**src/rtl/serial_pattern_detector.sv**
```systemverilog
// Serial pattern detector: keeps a PAT_W-bit shift window of valid beats, flags matches
// against a programmable pattern and keeps a saturating match count.
module serial_pattern_detector #(
   parameter int unsigned PAT_W = 4,
   parameter int unsigned CNT_W = 8
) (
   input  logic             clk,
   input  logic             reset,
   input  logic             x_i,
   input  logic             valid_i,
   input  logic [PAT_W-1:0] pattern_i,
   input  logic             overlap_i,
   input  logic             clear_i,
   output logic [PAT_W-1:0] window_o,
   output logic             match_o,
   output logic [CNT_W-1:0] match_cnt_o,
   output logic             armed_o
);

   localparam int unsigned FILL_W = $clog2(PAT_W + 1);
   localparam logic [FILL_W-1:0] FILL_FULL = FILL_W'(PAT_W);

   typedef enum logic {
      ST_FILL  = 1'b0,
      ST_ARMED = 1'b1
   } state_e;

   state_e             state_q;
   logic [PAT_W-1:0]   window_q;
   logic [FILL_W-1:0]  fill_q;
   logic               match_q;
   logic [CNT_W-1:0]   cnt_q;

   logic [PAT_W-1:0]   window_d;
   logic [FILL_W-1:0]  fill_d;
   logic               complete_c;
   logic               hit_c;

   // Candidate window and match decision for the beat currently presented
   always_comb begin
      window_d   = {window_q[PAT_W-2:0], x_i};
      fill_d     = (fill_q == FILL_FULL) ? fill_q : fill_q + FILL_W'(1);
      complete_c = (state_q == ST_ARMED) || (fill_d == FILL_FULL);
      hit_c      = valid_i && complete_c && (window_d == pattern_i);
   end

   // Window, fill count, FSM, match pulse and saturating counter
   always_ff @(posedge clk or negedge reset) begin
      if (!reset) begin
         state_q  <= ST_FILL;
         window_q <= '0;
         fill_q   <= '0;
         match_q  <= 1'b0;
         cnt_q    <= '0;
      end else if (clear_i) begin
         state_q  <= ST_FILL;
         window_q <= '0;
         fill_q   <= '0;
         match_q  <= 1'b0;
         cnt_q    <= '0;
      end else begin
         match_q <= hit_c;
         if (valid_i) begin
            window_q <= window_d;
            if (hit_c && (cnt_q != {CNT_W{1'b1}})) begin
               cnt_q <= cnt_q + CNT_W'(1);
            end
            // Non-overlapping mode restarts the fill; the window itself is kept
            if (hit_c && !overlap_i) begin
               state_q <= ST_FILL;
               fill_q  <= '0;
            end else begin
               fill_q <= fill_d;
               if (fill_d == FILL_FULL) begin
                  state_q <= ST_ARMED;
               end
            end
         end
      end
   end

   assign window_o    = window_q;
   assign match_o     = match_q;
   assign match_cnt_o = cnt_q;
   assign armed_o     = (state_q == ST_ARMED);

endmodule
```
**config.mk**
```make
export PLATFORM = sky130hd
export DESIGN_NAME = serial_pattern_detector
export DESIGN_NICKNAME = d
export VERILOG_FILES = /design/src/rtl/serial_pattern_detector.sv
export SDC_FILE = /design/constraint.sdc
export NUM_CORES = 1
export LEC_CHECK = 0
export ABC_AREA = 1
export BUFFER_PORTS_ARGS = -buffer_cell sky130_fd_sc_hd__buf_2
export CORE_MARGIN = 1.5
export CORE_UTILIZATION = 60
export CTS_BUF_LIST = sky130_fd_sc_hd__clkbuf_8
export DETAILED_ROUTE_END_ITERATION = 16
export GPL_TIMING_DRIVEN = 0
export HOLD_SLACK_MARGIN = 0.02
export PLACE_DENSITY_LB_ADDON = 0.2
export SETUP_SLACK_MARGIN = 0.1
export SLEW_MARGIN = 25
export SYNTH_ARGS = -nofsm -noshare
export SYNTH_HDL_FRONTEND = slang
export SYNTH_SLANG_ARGS = --single-unit
```
**constraint.sdc**
```tcl
create_clock -name clk -period 4.02 [get_ports clk]
set_input_delay 0 -clock clk [delete_from_list [all_inputs] [get_ports clk]]
set_output_delay 0 -clock clk [all_outputs]
set_load 0.02 [all_outputs]
```
Word-level counts from Yosys, hierarchy flattened
Cells that the tools add are included.
{"block": "totals", "word_cells": 36, "regBits": 17, "output_inout_bits": 14, "input_bits": 10}
{"block": "op_classes", "n_mux": 14, "add_sub_neg": 2, "n_eq_ne": 4, "reduce_logical": 11}
{"operator": "$mux 8", "count": 3}
{"operator": "$mux 3", "count": 4}
{"operator": "$add 8x1->8 const B", "count": 1}
{"operator": "$mux 4", "count": 2}
{"operator": "$ne 8x8->1 const B", "count": 1}
{"operator": "$eq 3x3->1 const B", "count": 2}
{"operator": "$mux 1", "count": 5}
{"operator": "$eq 4x4->1", "count": 1}
{"operator": "$logic_and 1x1->1", "count": 4}
{"operator": "$reduce_and 2->1", "count": 2}
{"operator": "$reduce_bool 2->1", "count": 2}
{"operator": "$add 3x1->3 const B", "count": 1}
{"operator": "$reduce_bool 3->1", "count": 1}
{"operator": "$logic_not 1->1", "count": 1}
{"operator": "$logic_or 1x1->1", "count": 1}

Logic depth before layout (Yosys ltp)
{"block": "depth", "ltp_word": 10, "mapped_depth": 11, "mapped_depth_nobuf": 11}

Least setup slack after synthesis
OpenSTA, ideal clock, no wires.
{"block": "synth_path", "kind": "register to register", "startpoint": "reg cnt_q[0], in the netlist match_cnt_o[0]", "endpoint": "reg cnt_q[0], in the netlist match_cnt_o[0]", "n_path_buf": 0, "slack_ns": 2.494, "arrival_time_ns": 1.409, "setup_time_ns": 0.117, "t_required_ns": 3.903, "synth_period_minus_slack_ns": 1.526, "stages_incl_launch_ff": 9, "cell_sequence": "dfrtp_1 ha_1 nand2_2 nor3_4 nand3_2 nand3_4 nand2_4 nand2_1 nand2_1"}
{"block": "synth_via", "elab_chain_len": 4, "elab_cells_between_ends": 8, "cone_classes": "add/sub (1); eq/ne (1); mux (3); reduce/logical (3)"}
{"element": "start, declared", "line": "32", "source": "logic [CNT_W-1:0] cnt_q;"}
{"element": "start signal, assigned", "line": "66", "source": "cnt_q <= cnt_q + CNT_W'(1);"}
{"element": "$add 8x1->8 or $ne 8x8->1 (tied branches)", "line": "66, 65"}
{"element": "$mux 8 or $logic_and 1x1->1 (tied branches)", "line": "65", "source": "if (hit_c && (cnt_q != {CNT_W{1'b1}})) begin"}
{"element": "$mux 8 or $reduce_bool 2->1 (tied branches)"}
{"element": "$mux 8 or $reduce_and 2->1 (tied branches)"}
Parallel ways exist; a longest one is shown, timed or not. The select of a mux whose other input is x is not followed.
A chain may end at the register's enable or synchronous reset.

Worst setup path after layout
{"block": "layout_path", "startpoint": "reg fill_q[0]", "endpoint": "reg cnt_q[1], in the netlist match_cnt_o[1]"}
{"block": "layout_via", "elab_chain_len": 9, "elab_cells_between_ends": 10, "cone_classes": "add/sub (1); eq/ne (2); mux (1); reduce/logical (6)"}
{"element": "start, declared", "line": "30", "source": "logic [FILL_W-1:0] fill_q;"}
{"element": "start signal, assigned", "line": "73", "source": "fill_q <= fill_d;"}
{"element": "$add 3x1->3 or $eq 3x3->1 (tied branches)", "line": "42", "source": "fill_d = (fill_q == FILL_FULL) ? fill_q : fill_q + FILL_W'(1);"}
{"element": "$mux 3 (*)", "line": "42"}
{"element": "$eq 3x3->1 (*)", "line": "43", "source": "complete_c = (state_q == ST_ARMED) || (fill_d == FILL_FULL);"}
{"element": "$logic_or 1x1->1 (*)", "line": "43"}
{"element": "$logic_and 1x1->1 (*) (2 in series)", "line": "44", "source": "hit_c = valid_i && complete_c && (window_d == pattern_i);"}
{"element": "$logic_and 1x1->1 (*)", "line": "65"}
{"element": "$reduce_bool 2->1 (no line) (*)"}
{"element": "$reduce_and 2->1 (no line) (*)"}
Every way passes the cells marked *; elsewhere a longest branch is shown, timed or not.

==> results <==
- The synthesized design contains 0 enable-type register cells.
- Counting the fill cells in the layout gives between 100 and 150.
- The worst-skew pair later-pin latency is 0.25 ns.
- The part of the Yosys area used for sequential elements is 38.55%.
- In this run the horizontal extent of the chip is 45.89 µm.
- The minimum period implied by the final worst setup slack is 1.586 ns.
- The library cell with the highest instance count after synthesis is sky130_fd_sc_hd__nand2_1.
- In the routed design, unresolved DRC markers number 0.
- The clock skew is 0.003168 ns.
- The end of the worst hold path is match_o.
- The async set-reset flop share out of synthesis is 100.0%.
- The largest area contributor in the netlist is sky130_fd_sc_hd__dfrtp_1.
- When the netlist entered floorplanning its net count stood at 156.
- The multi-input combinational cells in the finished layout cover a total of 574.3 µm².
- In the synthesized netlist the dominant register cell turns out to be sky130_fd_sc_hd__dfrtp_1.
- The final-stage net count is 186.
- Setup repair after global routing left no endpoint under its margin.
- The initialized floorplan defines 15 standard-cell rows.
- The average wire length per cell after detail routing is a little over 10 µm.
- The run finished with clean final reports.
- The number of global-route vias before repair is 836.
- The tree is rooted in a sky130_fd_sc_hd__clkbuf_8.
- The routed via count is 953.
- The total global-route track usage is 22.64%.
- The detail route stage leaves a number of antenna-violating nets equal to 0.
- The synthesis warning total is 0.
- The depth of the most critical reg-to-reg path is 11.
- The clock net in this run drives a total of 17 sinks.
- Summed over all failing endpoints, the final setup total negative slack is 0 ns.
- Traced cell by cell, the critical path runs through inv_1 > ha_1 > inv_1 > nand2_1 > nand2_2 > nand3_4 > nand2_4 > nand3_4 > nand2_4 > nand2_1 > nand2_1.
- The proportion of layout cells with a drive suffix above 1 is 26.74%.
- The clock passes through at most 2 buffers.
- In the final layout, flip-flops and latches occupy between 400 and 500 µm².
- The count of maximum capacitance violations is 0.
- In the post-route analysis, the smallest setup slack over all paths is 2.434 ns.
- The critical-path cell with the highest stage delay is sky130_fd_sc_hd__dfrtp_1.
- The count of buffers inserted at the top-level ports is 23.
- The worst setup path is captured at a flip-flop.
- Across the VDD grid, the largest voltage drop is 0.2931 mV.
- The family with the most delay on the worst path is simple AND/OR/NAND/NOR gates.
- The static leakage power is 0.7507 nW.
- The area growth from synthesis to layout is 19.16%.
- The count of mapped cells out of synthesis is roughly 140.
- The core region is around 1700 µm².
- The maximum operating frequency is 0.6305 GHz.
- The detailed-placement wirelength estimate is around 1500 µm.
- The final number of max-transition violations was 0.
- Clock-pin slew was measured on the worst setup and hold paths at approximately 0.070 ns.
- Clock tree synthesis inserted a total of 3 buffers.
- On the worst path, the slowest cell contributes a delay of 0.39 ns.
- The initial antenna violation count is 0.
- The overall die area is roughly 2100 µm².
- Entering global routing, the biggest net connects 18 pins.
- After synthesis, the largest area contributor takes up about two fifths of total cell area.
- Measured against its own limit, the worst slew margin works out to 73.69%.
- The die is 45.89 µm tall.
- In this run the power density over the cells is 288.4 nW/µm².
- The critical path is of the reg2reg type.
- The min-delay analysis places its worst path in the category in2reg.
- The transition time at the pin with the least slew margin is 0.3932 ns.
- Yosys mapped the design onto 23 distinct sky130hd cell types.
- 24 I/O pins were placed.
- The clock tree from TritonCTS is built.
- The terminus of the critical flop-to-flop path is match_cnt_o[1].
- The final count of hold timing violations is 0.
- The number of antenna diodes in the final layout is 0.
- Together, buffers and inverters on the worst path number 2.
- The final period utilization is 39.45%.
- At the end of routability-driven placement, the weighted congestion stood at just under 0.8.
- Once the floorplan was initialized, standard cells occupied a little under two thirds of the core.
- The startpoint of the lowest-slack register-to-register path is fill_q[0].
- The cell depth of the worst hold path is 3.
- Each instance of the synthesized netlist takes up on average 7.717 µm².
- The wire length after detailed routing is about 2000 µm.
- The worst-case setup slack after placement is 2.442 ns.
- The netlist area before placement is 1104 µm².
- The critical path crosses 11 cells after its start point.
- In this run the worst path has a maximum fanout of 9.
- The overflow left after global routing is 0.
- The data arrival time at the worst-slack endpoint is 1.78 ns.
- In this run the register-to-register setup slack is 2.43 ns.
- The number of buffers inserted by post-CTS setup repair is 0.
- By count the netlist is led by sky130_fd_sc_hd__nand2_1, sky130_fd_sc_hd__inv_1, sky130_fd_sc_hd__dfrtp_1.
- The wire length of the first global-routing pass is between 3000 and 4000 µm.
- The count of final setup violators is 0.
- The first-pass iteration count of the detailed router is 3.
- In this design, the critical path's most frequently occurring cell is sky130_fd_sc_hd__nand2_1.
- The worst path required time is 4.21 ns.
- The kind of launch point of the worst setup path is a flip-flop.
- The beginning of the worst hold path is clear_i.
- The count of routing violations after the opening detailed-route iteration is 12.
- The synthesis-stage register bit count is 17.
- By area the synthesized netlist is led by sky130_fd_sc_hd__dfrtp_1, sky130_fd_sc_hd__nand2_1, sky130_fd_sc_hd__nand3_1.
- The H-tree depth reported by CTS is 1.
- The via density per instance is 4.838.
## sequential cells by signal, indices dropped and copies added (netlist names)
register / count
match_o: 1
window_o: 4
armed_o: 1
fill_q: 3
match_cnt_o: 8
## logic make-up after synthesis
group | count (synthesis) | share of synthesized area, %
XOR/XNOR | 4 | 3.175
AND/OR/NAND/NOR | 91 | 43.31
adder cells (fa/ha/maj) | 3 | 3.402
AO/OA/AOI/OAI | 4 | 2.154
buffers and inverters | 24 | 9.410
flip-flops | 17 | 38.55
## area by class of cell
class | count | share of cell area, %
buffer | 2 | 1.618
clock buffer | 3 | 3.140
clock inverter | 1 | 0.2854
inverter | 22 | 6.280
multi-input combinational | 102 | 43.67
sequential | 17 | 32.35
tap | 25 | 2.379
timing repair buffer | 25 | 10.28
## through the flow
| step | instance area (µm²) | power, mW | cells | hold WS (ns) | util (%) |
|---|---|---|---|---|---|
| after floorplan | 1104 | 0.2339 | 143 | -0.2956 | - |
| after global placement | 1250 | 0.2521 | 191 | -0.06163 | 72.39 |
| after detailed placement | 1250 | 0.2553 | 191 | -0.05932 | 72.39 |
| after CTS | 1315 | 0.3823 | 197 | 0.07670 | 76.16 |
| after global routing | 1315 | 0.3975 | 197 | 0.09888 | 76.16 |
| final | 1315 | 0.3792 | 197 | 0.07919 | 76.16 |
## how the worst max path moves through the flow
stage                          end            from
global route        match_cnt_o[1]       fill_q[0]
CTS                 match_cnt_o[1]       fill_q[0]
finish              match_cnt_o[1]       fill_q[0]
detailed placement  match_cnt_o[1]       fill_q[0]
floorplan           match_cnt_o[0]  match_cnt_o[0]
global placement    match_cnt_o[6]       fill_q[0]
## power breakdown
part	switching, mW	total, mW	internal, mW
Sequential	0.00706	0.185	0.178
Clock	0.0580	0.126	0.0679
Combinational	0.0431	0.0683	0.0252
Total	0.108	0.379	0.271
## placed cells by master, fill, tap and decap left out
cell,n
sky130_fd_sc_hd__buf_4,1
sky130_fd_sc_hd__dlygate4sd3_1,2
sky130_fd_sc_hd__or2_1,1
sky130_fd_sc_hd__nand4_1,1
sky130_fd_sc_hd__nor3_4,1
sky130_fd_sc_hd__clkbuf_8,4
sky130_fd_sc_hd__nor2_8,1
sky130_fd_sc_hd__xor2_1,2
sky130_fd_sc_hd__nand2_4,2
sky130_fd_sc_hd__nand2_2,4
sky130_fd_sc_hd__inv_1,19
sky130_fd_sc_hd__nor3b_1,1
sky130_fd_sc_hd__ha_1,3
sky130_fd_sc_hd__nand2_1,43
sky130_fd_sc_hd__o22ai_1,3
sky130_fd_sc_hd__nand3_1,16
sky130_fd_sc_hd__nand3_4,2
sky130_fd_sc_hd__nand3b_2,1
sky130_fd_sc_hd__nand3_2,3
sky130_fd_sc_hd__nor2_1,15
sky130_fd_sc_hd__inv_2,4
sky130_fd_sc_hd__dfrtp_1,17
sky130_fd_sc_hd__xnor2_1,2
sky130_fd_sc_hd__o21ai_0,1
sky130_fd_sc_hd__buf_2,23
## worst min-delay path, cell delays in order
cell and delay [ns]:
sky130_fd_sc_hd__buf_2 0.09, sky130_fd_sc_hd__buf_4 0.16, sky130_fd_sc_hd__nor2_1 0.06
## routing by layer
| layer | share of wire [%] | vias up | track usage [%] |
|---|---|---|---|
| met4 | 1.3 | 0 | 8.571 |
| met5 | 0 | - | 0 |
| met2 | 51 | 17 | 40.28 |
| li1 | - | 502 | - |
| met3 | 3.1 | 2 | 2.778 |
| met1 | 44 | 432 | 27.46 |
## what timing repair did
action	4_1_cts	5_1_grt
hold buffers	2	0
gates resized for setup	0	0
endpoints found under the hold margin	18	0
Note: power is estimated with default switching activity, not from simulation.
